[src/rtl/sdft_sweeper_if.sv]
// Bus bundle between the sweeper and its downstream peers: the sdft bin
// interface (sample/start/read/bin_addr out, bin_out/ready back) and the
// waterfall line-buffer write port (en/addr/data).
// master = sweeper side, slave = sdft core + line RAM side.
interface sdft_sweeper_if #(
  parameter int DATA_W    = 8,
  parameter int FREQ_BINS = 64,
  parameter int FREQ_W    = 16,
  parameter int PIX_W     = 8
);
  localparam int AW = (FREQ_BINS > 1) ? $clog2(FREQ_BINS) : 1;

  // sdft control and bin read-back
  logic [DATA_W-1:0] sdft_sample;
  logic              sdft_start;
  logic              sdft_read;
  logic [AW-1:0]     sdft_bin_addr;
  logic [FREQ_W-1:0] sdft_bin_out;
  logic              sdft_ready;

  // waterfall line buffer write port
  logic              line_wr_en;
  logic [AW-1:0]     line_wr_addr;
  logic [PIX_W-1:0]  line_wr_data;

  modport master (
    output sdft_sample, sdft_start, sdft_read, sdft_bin_addr,
    output line_wr_en, line_wr_addr, line_wr_data,
    input  sdft_bin_out, sdft_ready
  );

  modport slave (
    input  sdft_sample, sdft_start, sdft_read, sdft_bin_addr,
    input  line_wr_en, line_wr_addr, line_wr_data,
    output sdft_bin_out, sdft_ready
  );
endinterface

[src/rtl/sdft_sweeper.sv]
// Purpose: drives the sdft core (sample start / bin read sweep) and writes
//   saturated bin magnitudes as one waterfall line per line request.
// Latency: sample -> start in 2 cycles from idle; line_req -> first pixel write
//   in 3+READ_LAT cycles, line_done one cycle after the last pixel.
// Backpressure: waits on sdft_ready; one buffered sample (extra samples are
//   dropped and flagged by sticky overrun); line requests merge.
// Ports: clk, reset_n (async active-low); sample_in/sample_valid from ADC;
//   line_req from display; line_done/overrun status; bus = sdft + line RAM.
module sdft_sweeper #(
  parameter int DATA_W    = 8,
  parameter int FREQ_BINS = 64,
  parameter int FREQ_W    = 16,
  parameter int PIX_W     = 8,
  parameter int READ_LAT  = 2
) (
  input  logic              clk,
  input  logic              reset_n,
  input  logic [DATA_W-1:0] sample_in,
  input  logic              sample_valid,
  input  logic              line_req,
  output logic              line_done,
  output logic              overrun,
  sdft_sweeper_if.master    bus
);

  localparam int AW = (FREQ_BINS > 1) ? $clog2(FREQ_BINS) : 1;
  localparam int DW = (READ_LAT > 1) ? $clog2(READ_LAT) : 1;
  localparam logic [AW-1:0] LAST_BIN   = AW'(FREQ_BINS - 1);
  localparam logic [DW-1:0] LAST_DRAIN = DW'(READ_LAT - 1);

  typedef enum logic [2:0] {
    ST_IDLE,
    ST_START,
    ST_CALC,
    ST_ARM,
    ST_READ,
    ST_DRAIN,
    ST_DONE
  } state_t;

  state_t state, state_nxt;

  logic [DATA_W-1:0] sample_buf;
  logic              sample_pend;
  logic              line_pend;
  logic              overrun_q;
  logic              calc_first;
  logic [AW-1:0]     bin_cnt;
  logic [DW-1:0]     drain_cnt;

  // Capture delay line: one slot per cycle of sdft read latency.
  logic [READ_LAT-1:0] pipe_vld;
  logic [AW-1:0]       pipe_addr [READ_LAT];

  logic              start_c;
  logic              read_c;
  logic [AW-1:0]     addr_c;
  logic              done_c;
  logic              consume;
  logic [PIX_W-1:0]  pix;
  logic              wr_en;

  // ---------------------------------------------------------------------
  // Next-state / control decode
  // ---------------------------------------------------------------------
  always_comb begin
    state_nxt = state;
    start_c   = 1'b0;
    read_c    = 1'b0;
    addr_c    = '0;
    done_c    = 1'b0;
    case (state)
      ST_IDLE: begin
        // Samples win over lines so the sdft never misses input.
        if (bus.sdft_ready) begin
          if (sample_pend)    state_nxt = ST_START;
          else if (line_pend) state_nxt = ST_ARM;
        end
      end
      ST_START: begin
        start_c   = 1'b1;
        state_nxt = ST_CALC;
      end
      ST_CALC: begin
        // ready is stale in the first cycle; the sdft only registers busy then.
        if (!calc_first && bus.sdft_ready) state_nxt = ST_IDLE;
      end
      ST_ARM: begin
        read_c    = 1'b1;
        state_nxt = ST_READ;
      end
      ST_READ: begin
        read_c = 1'b1;
        addr_c = bin_cnt;
        if (bin_cnt == LAST_BIN) state_nxt = ST_DRAIN;
      end
      ST_DRAIN: begin
        if (drain_cnt == LAST_DRAIN) state_nxt = ST_DONE;
      end
      ST_DONE: begin
        done_c    = 1'b1;
        state_nxt = ST_IDLE;
      end
      default: state_nxt = ST_IDLE;
    endcase
  end

  assign consume = (state == ST_START);

  // ---------------------------------------------------------------------
  // State register and counters
  // ---------------------------------------------------------------------
  always_ff @(posedge clk or negedge reset_n) begin
    if (!reset_n) begin
      state      <= ST_IDLE;
      calc_first <= 1'b0;
      bin_cnt    <= '0;
      drain_cnt  <= '0;
    end else begin
      state      <= state_nxt;
      calc_first <= (state == ST_START);
      bin_cnt    <= (state == ST_READ)  ? bin_cnt + AW'(1)   : '0;
      drain_cnt  <= (state == ST_DRAIN) ? drain_cnt + DW'(1) : '0;
    end
  end

  // ---------------------------------------------------------------------
  // Sample buffer, pending flags, overrun
  // ---------------------------------------------------------------------
  always_ff @(posedge clk or negedge reset_n) begin
    if (!reset_n) begin
      sample_buf  <= '0;
      sample_pend <= 1'b0;
      overrun_q   <= 1'b0;
    end else begin
      if (sample_valid) begin
        // The START cycle frees the slot, so a coincident sample still fits.
        if (!sample_pend || consume) begin
          sample_buf  <= sample_in;
          sample_pend <= 1'b1;
        end else begin
          overrun_q <= 1'b1;
        end
      end else if (consume) begin
        sample_pend <= 1'b0;
      end
    end
  end

  // A request during a sweep re-arms the flag, giving exactly one more sweep.
  always_ff @(posedge clk or negedge reset_n) begin
    if (!reset_n) begin
      line_pend <= 1'b0;
    end else if (line_req) begin
      line_pend <= 1'b1;
    end else if (state == ST_ARM) begin
      line_pend <= 1'b0;
    end
  end

  // ---------------------------------------------------------------------
  // Capture delay line: address issued in READ lands READ_LAT cycles later.
  // ---------------------------------------------------------------------
  always_ff @(posedge clk or negedge reset_n) begin
    if (!reset_n) begin
      pipe_vld <= '0;
      for (int i = 0; i < READ_LAT; i++) pipe_addr[i] <= '0;
    end else begin
      pipe_vld[0]  <= (state == ST_READ);
      pipe_addr[0] <= bin_cnt;
      for (int i = 1; i < READ_LAT; i++) begin
        pipe_vld[i]  <= pipe_vld[i-1];
        pipe_addr[i] <= pipe_addr[i-1];
      end
    end
  end

  // ---------------------------------------------------------------------
  // Pixel saturation: anything above the pixel range clips to all ones.
  // ---------------------------------------------------------------------
  generate
    if (FREQ_W > PIX_W) begin : g_sat
      logic over;
      assign over = |bus.sdft_bin_out[FREQ_W-1:PIX_W];
      assign pix  = over ? {PIX_W{1'b1}} : bus.sdft_bin_out[PIX_W-1:0];
    end else begin : g_nosat
      assign pix = PIX_W'(bus.sdft_bin_out);
    end
  endgenerate

  assign wr_en = pipe_vld[READ_LAT-1];

  // ---------------------------------------------------------------------
  // Outputs
  // ---------------------------------------------------------------------
  assign bus.sdft_sample   = sample_buf;
  assign bus.sdft_start    = start_c;
  assign bus.sdft_read     = read_c;
  assign bus.sdft_bin_addr = addr_c;
  assign bus.line_wr_en    = wr_en;
  assign bus.line_wr_addr  = wr_en ? pipe_addr[READ_LAT-1] : '0;
  assign bus.line_wr_data  = wr_en ? pix : '0;
  assign line_done         = done_c;
  assign overrun           = overrun_q;

endmodule

[src/flat_wrapper.sv]
// flat-port wrapper written by rule: the top's interface ports become plain ports
module sdft_sweeper_flat 
#(
  parameter int DATA_W    = 8,
  parameter int FREQ_BINS = 64,
  parameter int FREQ_W    = 16,
  parameter int PIX_W     = 8,
  parameter int READ_LAT  = 2
)
  (clk, reset_n, sample_in, sample_valid, line_req, line_done, overrun, bus_sdft_sample, bus_sdft_start, bus_sdft_read, bus_sdft_bin_addr, bus_line_wr_en, bus_line_wr_addr, bus_line_wr_data, bus_sdft_bin_out, bus_sdft_ready);
  sdft_sweeper_if #(.DATA_W(DATA_W), .FREQ_BINS(FREQ_BINS), .FREQ_W(FREQ_W), .PIX_W(PIX_W)) bus_i ();
  input  logic clk;
  input  logic reset_n;
  input  logic [DATA_W-1:0] sample_in;
  input  logic sample_valid;
  input  logic line_req;
  output logic line_done;
  output logic overrun;
  output wire logic [$bits(bus_i.sdft_sample)-1:0] bus_sdft_sample;
  output wire logic [$bits(bus_i.sdft_start)-1:0] bus_sdft_start;
  output wire logic [$bits(bus_i.sdft_read)-1:0] bus_sdft_read;
  output wire logic [$bits(bus_i.sdft_bin_addr)-1:0] bus_sdft_bin_addr;
  output wire logic [$bits(bus_i.line_wr_en)-1:0] bus_line_wr_en;
  output wire logic [$bits(bus_i.line_wr_addr)-1:0] bus_line_wr_addr;
  output wire logic [$bits(bus_i.line_wr_data)-1:0] bus_line_wr_data;
  input wire logic [$bits(bus_i.sdft_bin_out)-1:0] bus_sdft_bin_out;
  input wire logic [$bits(bus_i.sdft_ready)-1:0] bus_sdft_ready;
  assign bus_sdft_sample = bus_i.sdft_sample;
  assign bus_sdft_start = bus_i.sdft_start;
  assign bus_sdft_read = bus_i.sdft_read;
  assign bus_sdft_bin_addr = bus_i.sdft_bin_addr;
  assign bus_line_wr_en = bus_i.line_wr_en;
  assign bus_line_wr_addr = bus_i.line_wr_addr;
  assign bus_line_wr_data = bus_i.line_wr_data;
  assign bus_i.sdft_bin_out = bus_sdft_bin_out;
  assign bus_i.sdft_ready = bus_sdft_ready;
  sdft_sweeper #(.DATA_W(DATA_W), .FREQ_BINS(FREQ_BINS), .FREQ_W(FREQ_W), .PIX_W(PIX_W), .READ_LAT(READ_LAT)) u_core (.clk(clk), .reset_n(reset_n), .sample_in(sample_in), .sample_valid(sample_valid), .line_req(line_req), .line_done(line_done), .overrun(overrun), .bus(bus_i));
endmodule
[config.mk]
export PLATFORM = sky130hd
export DESIGN_NAME = sdft_sweeper_flat
export DESIGN_NICKNAME = d
export VERILOG_FILES = /design/src/rtl/sdft_sweeper_if.sv /design/src/rtl/sdft_sweeper.sv /design/src/flat_wrapper.sv
export SDC_FILE = /design/constraint.sdc
export NUM_CORES = 1
export LEC_CHECK = 0
export CAP_MARGIN = 20
export CORE_ASPECT_RATIO = 1.2
export CORE_MARGIN = 2
export CORE_UTILIZATION = 49
export CTS_BUF_LIST = sky130_fd_sc_hd__clkbuf_16
export CTS_CLUSTER_DIAMETER = 60
export DETAILED_ROUTE_END_ITERATION = 7
export DONT_BUFFER_PORTS = 1
export PLACE_DENSITY = 0.62
export SYNTH_ARGS = -nofsm -noshare
export SYNTH_HDL_FRONTEND = slang
export SYNTH_SLANG_ARGS = --single-unit
[constraint.sdc]
create_clock -name clk -period 1.9 [get_ports clk]
set_clock_uncertainty 0.15 [all_clocks]
set_input_delay 0.19 -clock clk [delete_from_list [all_inputs] [get_ports clk]]
set_output_delay 0.19 -clock clk [all_outputs]
set_load 0.02 [all_outputs]
==> impl_results.html, run 1 <==
<table>
<tr><th>Metric</th><th>Value</th></tr>
<tr><th colspan="2">Outcome</th></tr>
<tr><td>Run status</td><td>completed</td></tr>
<tr><th colspan="2">Drt</th></tr>
<tr><td>Total length of routed wires</td><td>2.57 mm</td></tr>
<tr><td>WL per Instance</td><td>15.4 µm</td></tr>
<tr><td>Number of nets with antenna violations after detailed routing</td><td>0</td></tr>
<tr><td>Remaining routing DRC violations</td><td>0</td></tr>
<tr><td>Drt first pass iters</td><td>4</td></tr>
<tr><td>DR vias/cell</td><td>5.74</td></tr>
<tr><td>Via count</td><td>958</td></tr>
<tr><td>Detailed Route Iter0 Violations</td><td>32</td></tr>
<tr><th colspan="2">GRT</th></tr>
<tr><td>Initial antenna violation count</td><td>0</td></tr>
<tr><td>Total global-route track usage</td><td>17.4%</td></tr>
<tr><td>Global-route wire length before repair</td><td>4.34 mm</td></tr>
<tr><td>Pin count of the biggest net entering global routing</td><td>37</td></tr>
<tr><td>Global route overflow</td><td>0</td></tr>
<tr><td>Vias in the first global route</td><td>1002</td></tr>
<tr><th colspan="2">Clock network</th></tr>
<tr><td>Number of buffers inserted during clock tree synthesis</td><td>5</td></tr>
<tr><td>Post-CTS Setup Repair Bufs</td><td>0</td></tr>
<tr><td>CTS Sinks</td><td>36</td></tr>
<tr><td>Bufs on Longest Clock Path</td><td>2</td></tr>
<tr><td>CTS tree</td><td>done</td></tr>
<tr><td>Latest clock arrival within the worst-skew pair</td><td>0.27 ns</td></tr>
<tr><td>Total number of H-tree levels</td><td>2</td></tr>
<tr><td>Clock-pin slew on the worst setup and hold paths</td><td>0.05 ns</td></tr>
<tr><td>Clock Root Buffer</td><td>clkbuf_16</td></tr>
<tr><th colspan="2">Critical path</th></tr>
<tr><td>Kind of end point of the critical path</td><td>output pin</td></tr>
<tr><td>Critical-path cell with the highest stage delay</td><td>dfrtp_1</td></tr>
<tr><td>Depth of the critical timing path with buffers and inverters included</td><td>3</td></tr>
<tr><td>Cell depth of the worst flop-to-flop path</td><td>3</td></tr>
<tr><td>Startpoint type of the worst setup path</td><td>flop</td></tr>
<tr><td>Count of buffer and inverter cells on the critical path</td><td>1</td></tr>
<tr><td>Max stage delay on crit path</td><td>0.46 ns</td></tr>
<tr><td>CP cell instances</td><td>nor2_1 -&gt; buf_4 -&gt; and3_1</td></tr>
<tr><td>Top fanout value on the critical path</td><td>8</td></tr>
<tr><td>Type of the worst setup path</td><td>flop to output pin</td></tr>
<tr><td>CP required</td><td>1.56 ns</td></tr>
<tr><td>Data arrival at the endpoint of the critical path</td><td>1.46 ns</td></tr>
<tr><td>CP top delay family</td><td>simple AND/OR/NAND/NOR gates</td></tr>
<tr><td>Setup slack of the most critical reg-to-reg path</td><td>0.40 ns</td></tr>
<tr><th colspan="2">Die</th></tr>
<tr><td>Initial Utilization</td><td>51.3%</td></tr>
<tr><td>I/O pin cnt</td><td>62</td></tr>
<tr><td>Vertical die dimension</td><td>63.1 µm</td></tr>
<tr><td>Area of the die</td><td>3360 µm²</td></tr>
<tr><td>Placement row count</td><td>21</td></tr>
<tr><td>Die width</td><td>53.3 µm</td></tr>
<tr><td>Placeable core region</td><td>2790 µm²</td></tr>
<tr><th colspan="2">Synthesis</th></tr>
<tr><td>Number of warnings printed during yosys synthesis</td><td>0</td></tr>
<tr><td>Cell area after synthesis</td><td>1430 µm²</td></tr>
<tr><td>Yosys cell types</td><td>29</td></tr>
<tr><td>Flip-flop and latch count after synthesis</td><td>36</td></tr>
<tr><td>Share of the yosys chip area belonging to registers</td><td>63.1%</td></tr>
<tr><td>Average instance area after synthesis</td><td>12.6 µm²</td></tr>
<tr><td>Mapped Nets</td><td>143</td></tr>
<tr><td>Mapped Cells</td><td>113</td></tr>
<tr><th colspan="2">Place</th></tr>
<tr><td>Placed inst area</td><td>1490 µm²</td></tr>
<tr><td>Half-perimeter wire length of the detailed placement result</td><td>1.75 mm</td></tr>
<tr><td>Placed Cells</td><td>148</td></tr>
<tr><td>Port Buf Inserts</td><td>0</td></tr>
<tr><td>Worst slack at placement</td><td>0.390 ns</td></tr>
<tr><td>Weighted congestion at the end of routability-driven global placement</td><td>0.711</td></tr>
<tr><th colspan="2">Layout</th></tr>
<tr><td>Area of all placed cells without fillers</td><td>1750 µm²</td></tr>
<tr><td>Fillers</td><td>231</td></tr>
<tr><td>Final standard cell count with taps included and fillers excluded</td><td>167</td></tr>
<tr><td>Net count, final</td><td>163</td></tr>
<tr><td>Synthesis-to-layout area growth</td><td>22.4%</td></tr>
<tr><td>Antenna Cells</td><td>0</td></tr>
<tr><td>Fraction of final layout cells with drive strength greater than 1</td><td>16.5%</td></tr>
<tr><th colspan="2">Timing</th></tr>
<tr><td>Final TNS setup</td><td>0 ns</td></tr>
<tr><td>Final hold violation count</td><td>0</td></tr>
<tr><td>Final critical-path required period</td><td>1.80 ns</td></tr>
<tr><td>Actual transition at the worst max-transition pin</td><td>0.486 ns</td></tr>
<tr><td>Max-slew violations</td><td>0</td></tr>
<tr><td>Final Setup Violations</td><td>0</td></tr>
<tr><td>Unrepaired setup endpoints after global routing</td><td>no</td></tr>
<tr><td>Worst slew slack as a fraction of its limit</td><td>67.6%</td></tr>
<tr><td>FMAX</td><td>554 MHz</td></tr>
<tr><td>Final Cycle Share</td><td>94.9%</td></tr>
<tr><td>Final worst hold slack</td><td>0.0672 ns</td></tr>
<tr><td>Setup WS post-layout</td><td>0.0960 ns</td></tr>
<tr><th colspan="2">Job</th></tr>
<tr><td>Max-cap check violation count</td><td>0</td></tr>
<tr><th colspan="2">Pwr</th></tr>
<tr><td>Worst IR Drop VDD</td><td>0.877 mV</td></tr>
<tr><td>Standby leakage power</td><td>0.834 nW</td></tr>
<tr><td>Pwr dens</td><td>1480 nW/µm²</td></tr>
<tr><th colspan="2">Hold path</th></tr>
<tr><td>Worst Hold Class</td><td>input port to flop</td></tr>
<tr><td>Worst hold path depth</td><td>2</td></tr>
</table>
## cell usage after synthesis
library cell,count,area (µm²)
o21ai_4,1,16.3
nor3b_4,1,18.8
or2b_2,1,8.76
ha_1,1,12.5
o21ai_0,2,10.0
o21a_1,8,60.1
xor2_1,2,17.5
o32ai_1,1,8.76
nor2_1,8,30.0
or2_2,1,6.26
nand2b_1,1,6.26
and2_1,6,37.5
nand3_1,5,25.0
and3_2,1,7.51
or3_1,1,6.26
and3_1,7,43.8
a211o_1,1,8.76
a21o_1,3,22.5
a21oi_1,1,5.00
dfrtp_1,36,901
xnor2_1,1,8.76
nor4_1,2,12.5
nand2_1,4,15.0
clkbuf_1,2,7.51
nor2b_1,1,6.26
nor3_1,1,5.00
mux2_2,8,90.1
inv_1,5,18.8
o2111a_1,1,11.3
## cells in the final DEF, fill, tap and decap left out, types with 2 or more instances in the layout
cell / count
and2_1: 6
xor2_1: 2
o21ai_0: 2
nand2_1: 4
inv_1: 5
nand3_1: 5
buf_4: 3
clkinv_1: 2
dfrtp_1: 36
mux2_2: 8
a21o_1: 3
dlygate4sd3_1: 11
nor4_1: 2
nor2_1: 8
o21a_1: 8
clkbuf_16: 5
and3_1: 7
## per-stage QoR
step | util (%) | power (mW)
2_1_floorplan | - | 1.68
3_3_place_gp | 53.3 | 1.81
3_5_place_dp | 53.3 | 1.84
4_1_cts | 62.8 | 2.62
5_1_grt | 62.8 | 2.76
6_report | 62.8 | 2.59
## per-layer routing
layer	share of wire (%)	GRT usage, %
met5	0	0
met3	7.6	6.64
met4	1.2	3.85
met2	52	28.4
met1	39	21.8
## cell type report
type	count	area, µm²	share of cell area (%)
clock inverter	2	7.51	0.429
clock buffer	5	125	7.16
tap	34	42.5	2.43
multi-input combinational	70	500	28.6
timing repair buffer	15	153	8.73
inverter	5	18.8	1.07
sequential	36	901	51.5
## registers in the layout, indices dropped and copies added, names as in the netlist
register / flops
u_core.state: 3
u_core.sample_pend: 1
u_core.drain_cnt: 1
u_core.pipe_addr: 12
u_core.bin_cnt: 6
u_core.calc_first: 1
u_core.bus.sdft_sample: 8
u_core.pipe_vld: 2
u_core.line_pend: 1
u_core.overrun: 1
## path summary, 6_finish.rpt
kind | from | endpoint
setup / recovery | u_core.state[1]$_DFFE_PN0P_ | bus_sdft_bin_addr[2]
hold / removal | sample_valid | u_core.bus.sdft_sample[5]$_DFFE_PN0P_
setup reg to reg | u_core.state[0]$_DFFE_PN0P_ | u_core.bus.sdft_sample[6]$_DFFE_PN0P_
hold reg to reg | u_core.pipe_addr[8]$_DFF_PN0_ | u_core.pipe_addr[2]$_DFF_PN0_
max in group asynchronous | reset_n | u_core.pipe_addr[4]$_DFF_PN0_
min in group asynchronous | reset_n | u_core.pipe_addr[10]$_DFF_PN0_
## where the power goes
group	internal [mW]	total (mW)	switching [mW]	leakage, nW
Sequential	0.943	1.21	0.269	0.465
Clock	0.468	0.736	0.268	0.0648
Combinational	0.284	0.644	0.360	0.304
Total	1.69	2.59	0.898	0.834
## what timing repair did
item / CTS / global route
hold buffers: 12 / 0
endpoints found under the hold margin: 47 / 0
setup endpoints to repair: 0 / 0
resized for setup: 0 / 0
## cells by family after synthesis
logic type	after synthesis	synth area share, %
AND/OR/NAND/NOR	40	16.0
flip-flops	36	63.1
AO/OA/AOI/OAI	18	9.99
multiplexers	8	6.31
buffers and inverters	7	1.84
XOR/XNOR	3	1.84
adder cells (fa/ha/maj)	1	0.876
No activity file was read; power rests on OpenSTA's default activity.
==> run 2, diff against run 1 <==
CORE_UTILIZATION = 54   (was 49)
PLACE_DENSITY = 0.67   (was 0.62)
==> impl_results.html, run 2 (same netlist as run 1, synthesis figures left out) <==
<table>
<tr><th>Metric</th><th>Value</th></tr>
<tr><th colspan="2">Die</th></tr>
<tr><td>Area of the die</td><td>3070 µm²</td></tr>
<tr><td>Placement row count</td><td>20</td></tr>
<tr><td>I/O pin cnt</td><td>62</td></tr>
<tr><td>Die width</td><td>50.9 µm</td></tr>
<tr><td>Vertical die dimension</td><td>60.3 µm</td></tr>
<tr><td>Initial Utilization</td><td>56.5%</td></tr>
<tr><td>Placeable core region</td><td>2530 µm²</td></tr>
<tr><th colspan="2">Layout</th></tr>
<tr><td>Antenna Cells</td><td>0</td></tr>
<tr><td>Most frequent standard cell in the layout excluding fill and tap cells</td><td>dfrtp_1</td></tr>
<tr><td>Register containing the most flip-flops in the final layout</td><td>u_core.pipe_addr</td></tr>
<tr><td>Synthesis-to-layout area growth</td><td>24.5%</td></tr>
<tr><td>Area of all placed cells without fillers</td><td>1780 µm²</td></tr>
<tr><td>Net count, final</td><td>163</td></tr>
<tr><td>Number of flip-flops under the largest register name</td><td>12</td></tr>
<tr><td>Fraction of final layout cells with drive strength greater than 1</td><td>17.2%</td></tr>
<tr><td>Commonest non-fill, non-tap cells in the layout</td><td>dfrtp_1, dlygate4sd3_1, nor2_1, o21a_1, mux2_2</td></tr>
<tr><td>Fillers</td><td>186</td></tr>
<tr><th colspan="2">Clock network</th></tr>
<tr><td>Post-cts repair resize count</td><td>0</td></tr>
<tr><td>CTS Sinks</td><td>36</td></tr>
<tr><td>Number of buffers inserted during clock tree synthesis</td><td>5</td></tr>
<tr><td>Clock Root Buffer</td><td>clkbuf_16</td></tr>
<tr><td>Hold-fix buffer count after cts</td><td>12</td></tr>
<tr><td>Bufs on Longest Clock Path</td><td>2</td></tr>
<tr><td>Total number of H-tree levels</td><td>2</td></tr>
<tr><td>Clock-pin slew on the worst setup and hold paths</td><td>0.05 ns</td></tr>
<tr><td>Post-CTS Setup Repair Bufs</td><td>0</td></tr>
<tr><td>Latest clock arrival within the worst-skew pair</td><td>0.28 ns</td></tr>
<tr><td>CTS tree</td><td>done</td></tr>
<tr><th colspan="2">Critical path</th></tr>
<tr><td>Capturing point of the worst reg2reg path</td><td>u_core.bus.sdft_sample[1]$_DFFE_PN0P_</td></tr>
<tr><td>Max stage delay on crit path</td><td>0.46 ns</td></tr>
<tr><td>Startpoint type of the worst setup path</td><td>flop</td></tr>
<tr><td>Type of the worst setup path</td><td>flop to output pin</td></tr>
<tr><td>CP cell instances</td><td>nor2_1 -&gt; buf_4 -&gt; and3_1</td></tr>
<tr><td>Startpoint of the worst-slack reg-to-reg timing path</td><td>u_core.state[0]$_DFFE_PN0P_</td></tr>
<tr><td>Setup slack of the most critical reg-to-reg path</td><td>0.37 ns</td></tr>
<tr><td>Critical-path cell with the highest stage delay</td><td>dfrtp_1</td></tr>
<tr><td>Data arrival at the endpoint of the critical path</td><td>1.39 ns</td></tr>
<tr><td>Kind of end point of the critical path</td><td>output pin</td></tr>
<tr><td>Cell depth of the worst flop-to-flop path</td><td>3</td></tr>
<tr><td>Top fanout value on the critical path</td><td>8</td></tr>
<tr><td>CP required</td><td>1.56 ns</td></tr>
<tr><th colspan="2">Pwr</th></tr>
<tr><td>Combinational share of power</td><td>23.6%</td></tr>
<tr><td>Switching part of the total</td><td>33.4%</td></tr>
<tr><td>Switching Power</td><td>920 µW</td></tr>
<tr><td>Worst IR Drop VDD</td><td>1.07 mV</td></tr>
<tr><td>Internal power consumption</td><td>1.83 mW</td></tr>
<tr><td>Power, Total</td><td>2.75 mW</td></tr>
<tr><td>Pwr dens</td><td>1550 nW/µm²</td></tr>
<tr><td>Standby leakage power</td><td>0.848 nW</td></tr>
<tr><td>Part of the power in registers</td><td>43.9%</td></tr>
<tr><td>Clock network fraction of total power</td><td>32.4%</td></tr>
<tr><th colspan="2">Timing</th></tr>
<tr><td>Final Cycle Share</td><td>91.1%</td></tr>
<tr><td>Unrepaired setup endpoints after global routing</td><td>no</td></tr>
<tr><td>Final critical-path required period</td><td>1.73 ns</td></tr>
<tr><td>Max-slew violations</td><td>0</td></tr>
<tr><td>Worst slew slack as a fraction of its limit</td><td>67.0%</td></tr>
<tr><td>Final TNS setup</td><td>0 ns</td></tr>
<tr><td>Setup WS post-layout</td><td>0.168 ns</td></tr>
<tr><td>FMAX</td><td>577 MHz</td></tr>
<tr><td>Actual transition at the worst max-transition pin</td><td>0.495 ns</td></tr>
<tr><td>Final Setup Violations</td><td>0</td></tr>
<tr><td>Final hold violation count</td><td>0</td></tr>
<tr><th colspan="2">Drt</th></tr>
<tr><td>Number of nets with antenna violations after detailed routing</td><td>0</td></tr>
<tr><td>Detailed Route Iter0 Violations</td><td>11</td></tr>
<tr><td>Via count</td><td>947</td></tr>
<tr><td>Drt first pass iters</td><td>4</td></tr>
<tr><td>WL per Instance</td><td>15.5 µm</td></tr>
<tr><td>DR vias/cell</td><td>5.67</td></tr>
<tr><td>Remaining routing DRC violations</td><td>0</td></tr>
<tr><td>Total length of routed wires</td><td>2.59 mm</td></tr>
<tr><th colspan="2">Job</th></tr>
<tr><td>Max-cap check violation count</td><td>0</td></tr>
<tr><th colspan="2">Place</th></tr>
<tr><td>Half-perimeter wire length of the detailed placement result</td><td>1.80 mm</td></tr>
<tr><td>Port Buf Inserts</td><td>0</td></tr>
<tr><td>Weighted congestion at the end of routability-driven global placement</td><td>0.762</td></tr>
<tr><td>Worst slack at placement</td><td>0.379 ns</td></tr>
<tr><td>Placed inst area</td><td>1480 µm²</td></tr>
<tr><th colspan="2">GRT</th></tr>
<tr><td>Pin count of the biggest net entering global routing</td><td>37</td></tr>
<tr><td>Vias in the first global route</td><td>942</td></tr>
<tr><td>Most heavily used metal layer in global routing</td><td>met2</td></tr>
<tr><td>Met1 demand-to-capacity share in global routing</td><td>19.6%</td></tr>
<tr><td>Total global-route track usage</td><td>19.4%</td></tr>
<tr><td>Global-route wire length before repair</td><td>4.05 mm</td></tr>
<tr><td>Grt met3 use</td><td>7.00%</td></tr>
<tr><td>Global-route track usage on met2</td><td>33.2%</td></tr>
<tr><td>Initial antenna violation count</td><td>0</td></tr>
<tr><td>Global route overflow</td><td>0</td></tr>
<tr><th colspan="2">Hold path</th></tr>
<tr><td>Worst Hold Class</td><td>input port to flop</td></tr>
<tr><td>Min-Delay Endpoint</td><td>u_core.bus.sdft_sample[5]$_DFFE_PN0P_</td></tr>
<tr><td>Hold_sp</td><td>sample_valid</td></tr>
<tr><td>Worst hold path depth</td><td>2</td></tr>
<tr><th colspan="2">Outcome</th></tr>
<tr><td>Run status</td><td>completed</td></tr>
</table>
## run 2: cell types whose count changed in the layout (fill, tap and decap cells not counted), sizes merged
| cell | delta |
|---|---|
| bufinv | +1 |
## run 2: per-layer routing
metal	vias up	wire length (µm)
li1	430	-
met1	460	948
met2	52	1390
met3	5	206
met4	0	40
met5	-	0
## run 2: area by class of cell
cell class,count,area (µm²),share of cell area (%)
sequential,36,901,50.7
multi-input combinational,70,500,28.2
timing repair buffer,15,153,8.59
clock buffer,5,125,7.04
tap,33,41.3,2.32
clock inverter,3,37.5,2.11
inverter,5,18.8,1.06
## run 2: worst max-delay path by stage
stage,start,endpoint,cells after the start
after floorplan,u_core.state[1]$_DFFE_PN0P_,u_core.bus.sdft_sample[0]$_DFFE_PN0P_,3
after global placement,u_core.state[0]$_DFFE_PN0P_,u_core.bus.sdft_sample[3]$_DFFE_PN0P_,3
after detailed placement,u_core.state[0]$_DFFE_PN0P_,u_core.bus.sdft_sample[4]$_DFFE_PN0P_,3
after CTS,u_core.state[1]$_DFFE_PN0P_,bus_sdft_bin_addr[3],3
after global routing,u_core.state[1]$_DFFE_PN0P_,bus_sdft_read,3
final,u_core.state[1]$_DFFE_PN0P_,bus_sdft_bin_addr[5],3
## run 2: worst max-delay path: cells and delay by family, from the launching register on
family / cells / cell delay, ns
and+or+nand+nor: 2 / 0.48
buffers and inverters: 1 / 0.17
DFF: 1 / 0.46
## run 2: power by group through the flow
stage	sequential [mW]	clock (mW)	combinational [mW]
global route	1.24	0.946	0.708
floorplan	1.18	0	0.506
global placement	1.21	0	0.596
CTS	1.21	0.920	0.663
detailed placement	1.22	0	0.621
finish	1.21	0.894	0.651
## run 2: through the flow
step / util [%] / hold slack [ns] / instances
after floorplan: - / -0.256 / 113
after global placement: 58.7 / -0.255 / 147
after detailed placement: 58.7 / -0.255 / 147
after CTS: 70.3 / 0.0617 / 167
after global routing: 70.3 / 0.0782 / 167
final: 70.3 / 0.0705 / 167
==> run 3, diff against run 2 <==
CORE_ASPECT_RATIO = not set   (was 1.2)
SLEW_MARGIN = 10   (was not set)
==> impl_results.html, run 3 (same netlist as run 1, synthesis figures left out) <==
<table>
<tr><th>Metric</th><th>Value</th></tr>
<tr><th colspan="2">Layout</th></tr>
<tr><td>Antenna Cells</td><td>0</td></tr>
<tr><td>Synthesis-to-layout area growth</td><td>22.2%</td></tr>
<tr><td>Post-route core utilization</td><td>69.8%</td></tr>
<tr><td>Area of all placed cells without fillers</td><td>1740 µm²</td></tr>
<tr><td>Fillers</td><td>166</td></tr>
<tr><td>Commonest non-fill, non-tap cells in the layout</td><td>dfrtp_1, dlygate4sd3_1, o21a_1, mux2_2</td></tr>
<tr><td>Register containing the most flip-flops in the final layout</td><td>u_core.pipe_addr</td></tr>
<tr><td>Number of flip-flops under the largest register name</td><td>12</td></tr>
<tr><td>Area occupied by registers</td><td>901 µm²</td></tr>
<tr><td>Most frequent standard cell in the layout excluding fill and tap cells</td><td>dfrtp_1</td></tr>
<tr><td>Footprint of the multi-input gates</td><td>503 µm²</td></tr>
<tr><td>Net count, final</td><td>162</td></tr>
<tr><td>Fraction of final layout cells with drive strength greater than 1</td><td>18.0%</td></tr>
<tr><th colspan="2">Timing</th></tr>
<tr><td>Actual transition at the worst max-transition pin</td><td>0.503 ns</td></tr>
<tr><td>Final Cycle Share</td><td>90.6%</td></tr>
<tr><td>Final hold violation count</td><td>0</td></tr>
<tr><td>Final Setup Violations</td><td>0</td></tr>
<tr><td>Final TNS setup</td><td>0 ns</td></tr>
<tr><td>Unrepaired setup endpoints after global routing</td><td>no</td></tr>
<tr><td>Worst slew slack as a fraction of its limit</td><td>66.4%</td></tr>
<tr><td>Final critical-path required period</td><td>1.72 ns</td></tr>
<tr><td>Setup WS post-layout</td><td>0.178 ns</td></tr>
<tr><td>FMAX</td><td>581 MHz</td></tr>
<tr><td>Max-slew violations</td><td>0</td></tr>
<tr><th colspan="2">Die</th></tr>
<tr><td>Placeable core region</td><td>2500 µm²</td></tr>
<tr><td>I/O pin cnt</td><td>62</td></tr>
<tr><td>Placement row count</td><td>18</td></tr>
<tr><td>Vertical die dimension</td><td>55.4 µm</td></tr>
<tr><td>Die width</td><td>55.4 µm</td></tr>
<tr><td>Area of the die</td><td>3070 µm²</td></tr>
<tr><td>Initial Utilization</td><td>57.1%</td></tr>
<tr><th colspan="2">Drt</th></tr>
<tr><td>Number of nets with antenna violations after detailed routing</td><td>0</td></tr>
<tr><td>Drt first pass iters</td><td>4</td></tr>
<tr><td>Remaining routing DRC violations</td><td>0</td></tr>
<tr><td>Total length of routed wires</td><td>2.63 mm</td></tr>
<tr><td>WL per Instance</td><td>16.1 µm</td></tr>
<tr><td>Via count</td><td>912</td></tr>
<tr><td>DR vias/cell</td><td>5.60</td></tr>
<tr><td>Detailed Route Iter0 Violations</td><td>12</td></tr>
<tr><th colspan="2">Critical path</th></tr>
<tr><td>Type of the worst setup path</td><td>flop to output pin</td></tr>
<tr><td>Kind of end point of the critical path</td><td>output pin</td></tr>
<tr><td>Startpoint type of the worst setup path</td><td>flop</td></tr>
<tr><td>Critical-path cell with the highest stage delay</td><td>dfrtp_1</td></tr>
<tr><td>CP cell instances</td><td>nor2_2 -&gt; and3_1</td></tr>
<tr><td>CP required</td><td>1.56 ns</td></tr>
<tr><td>Data arrival at the endpoint of the critical path</td><td>1.38 ns</td></tr>
<tr><td>Count of buffer and inverter cells on the critical path</td><td>0</td></tr>
<tr><td>CP top delay family</td><td>simple AND/OR/NAND/NOR gates</td></tr>
<tr><td>Top fanout value on the critical path</td><td>9</td></tr>
<tr><td>Max stage delay on crit path</td><td>0.48 ns</td></tr>
<tr><th colspan="2">Pwr</th></tr>
<tr><td>Worst IR Drop VDD</td><td>1.21 mV</td></tr>
<tr><td>Part of the power in registers</td><td>48.1%</td></tr>
<tr><td>Combinational share of power</td><td>23.2%</td></tr>
<tr><td>Switching Power</td><td>896 µW</td></tr>
<tr><td>Power, Total</td><td>2.58 mW</td></tr>
<tr><td>Pwr dens</td><td>1480 nW/µm²</td></tr>
<tr><td>Switching part of the total</td><td>34.7%</td></tr>
<tr><td>Internal power consumption</td><td>1.68 mW</td></tr>
<tr><td>Standby leakage power</td><td>0.835 nW</td></tr>
<tr><td>Clock network fraction of total power</td><td>28.7%</td></tr>
<tr><th colspan="2">Clock network</th></tr>
<tr><td>Bufs on Longest Clock Path</td><td>2</td></tr>
<tr><td>Clock Root Buffer</td><td>clkbuf_16</td></tr>
<tr><td>CTS Sinks</td><td>36</td></tr>
<tr><td>Total number of H-tree levels</td><td>2</td></tr>
<tr><td>Latest clock arrival within the worst-skew pair</td><td>0.27 ns</td></tr>
<tr><td>Post-CTS Setup Repair Bufs</td><td>0</td></tr>
<tr><td>Number of buffers inserted during clock tree synthesis</td><td>5</td></tr>
<tr><td>CTS tree</td><td>done</td></tr>
<tr><td>Clock-pin slew on the worst setup and hold paths</td><td>0.05 ns</td></tr>
<tr><th colspan="2">Place</th></tr>
<tr><td>Half-perimeter wire length of the detailed placement result</td><td>1.79 mm</td></tr>
<tr><td>Weighted congestion at the end of routability-driven global placement</td><td>0.739</td></tr>
<tr><td>Port Buf Inserts</td><td>0</td></tr>
<tr><td>Worst slack at placement</td><td>0.279 ns</td></tr>
<tr><td>Placed inst area</td><td>1470 µm²</td></tr>
<tr><th colspan="2">GRT</th></tr>
<tr><td>Global route overflow</td><td>0</td></tr>
<tr><td>Vias in the first global route</td><td>981</td></tr>
<tr><td>Initial antenna violation count</td><td>0</td></tr>
<tr><td>Global-route wire length before repair</td><td>4.40 mm</td></tr>
<tr><td>Total global-route track usage</td><td>19.0%</td></tr>
<tr><td>Pin count of the biggest net entering global routing</td><td>37</td></tr>
<tr><th colspan="2">Outcome</th></tr>
<tr><td>Run status</td><td>completed</td></tr>
<tr><th colspan="2">Hold path</th></tr>
<tr><td>Worst Hold Class</td><td>input port to flop</td></tr>
<tr><th colspan="2">Job</th></tr>
<tr><td>Max-cap check violation count</td><td>0</td></tr>
</table>
## run 3: final timing paths
kind | start | to | slack, ns | depth (start not counted)
setup / recovery | u_core.state[1]$_DFFE_PN0P_ | bus_sdft_bin_addr[4] | 0.18 | 2
hold / removal | sample_valid | u_core.bus.sdft_sample[5]$_DFFE_PN0P_ | 0.06 | 2
setup reg to reg | u_core.state[2]$_DFFE_PN0P_ | u_core.bus.sdft_sample[4]$_DFFE_PN0P_ | 0.26 | 3
hold reg to reg | u_core.pipe_addr[8]$_DFF_PN0_ | u_core.pipe_addr[2]$_DFF_PN0_ | 0.20 | 0
max in group asynchronous | reset_n | u_core.pipe_addr[2]$_DFF_PN0_ | 1.19 | 2
min in group asynchronous | reset_n | u_core.state[2]$_DFFE_PN0P_ | 0.23 | 2
## run 3: routing by layer
layer / track usage, % / part of all wire [%]
met5: 0 / 0
met4: 10.5 / 3.4
met3: 8.20 / 8.5
met2: 30.4 / 50
met1: 21.1 / 38
## run 3: final cells by class
type	instances	share of cell area, %
Sequential cell	36	51.7
Multi-Input combinational cell	70	28.8
Timing Repair Buffer	14	8.32
Clock buffer	5	7.17
Tap cell	30	2.15
Inverter	5	1.08
Clock inverter	3	0.789
## run 3: what timing repair did
action	CTS	global route
gates resized for setup	0	1
hold buffers	12	0
endpoints found under the hold margin	47	0
endpoints found under the setup margin	0	7
## run 3: power groups by stage
stage / clock [mW] / combinational (mW) / sequential, mW
floorplan: 0 / 0.506 / 1.18
global placement: 0 / 0.545 / 1.24
detailed placement: 0 / 0.561 / 1.25
CTS: 0.767 / 0.603 / 1.24
global route: 0.794 / 0.653 / 1.27
finish: 0.740 / 0.598 / 1.24
## run 3: metrics by stage
stage	hold slack, ns	instances
floorplan	-0.256	113
global placement	-0.255	143
detailed placement	-0.255	143
CTS	0.0613	163
global route	0.0727	163
finish	0.0618	163
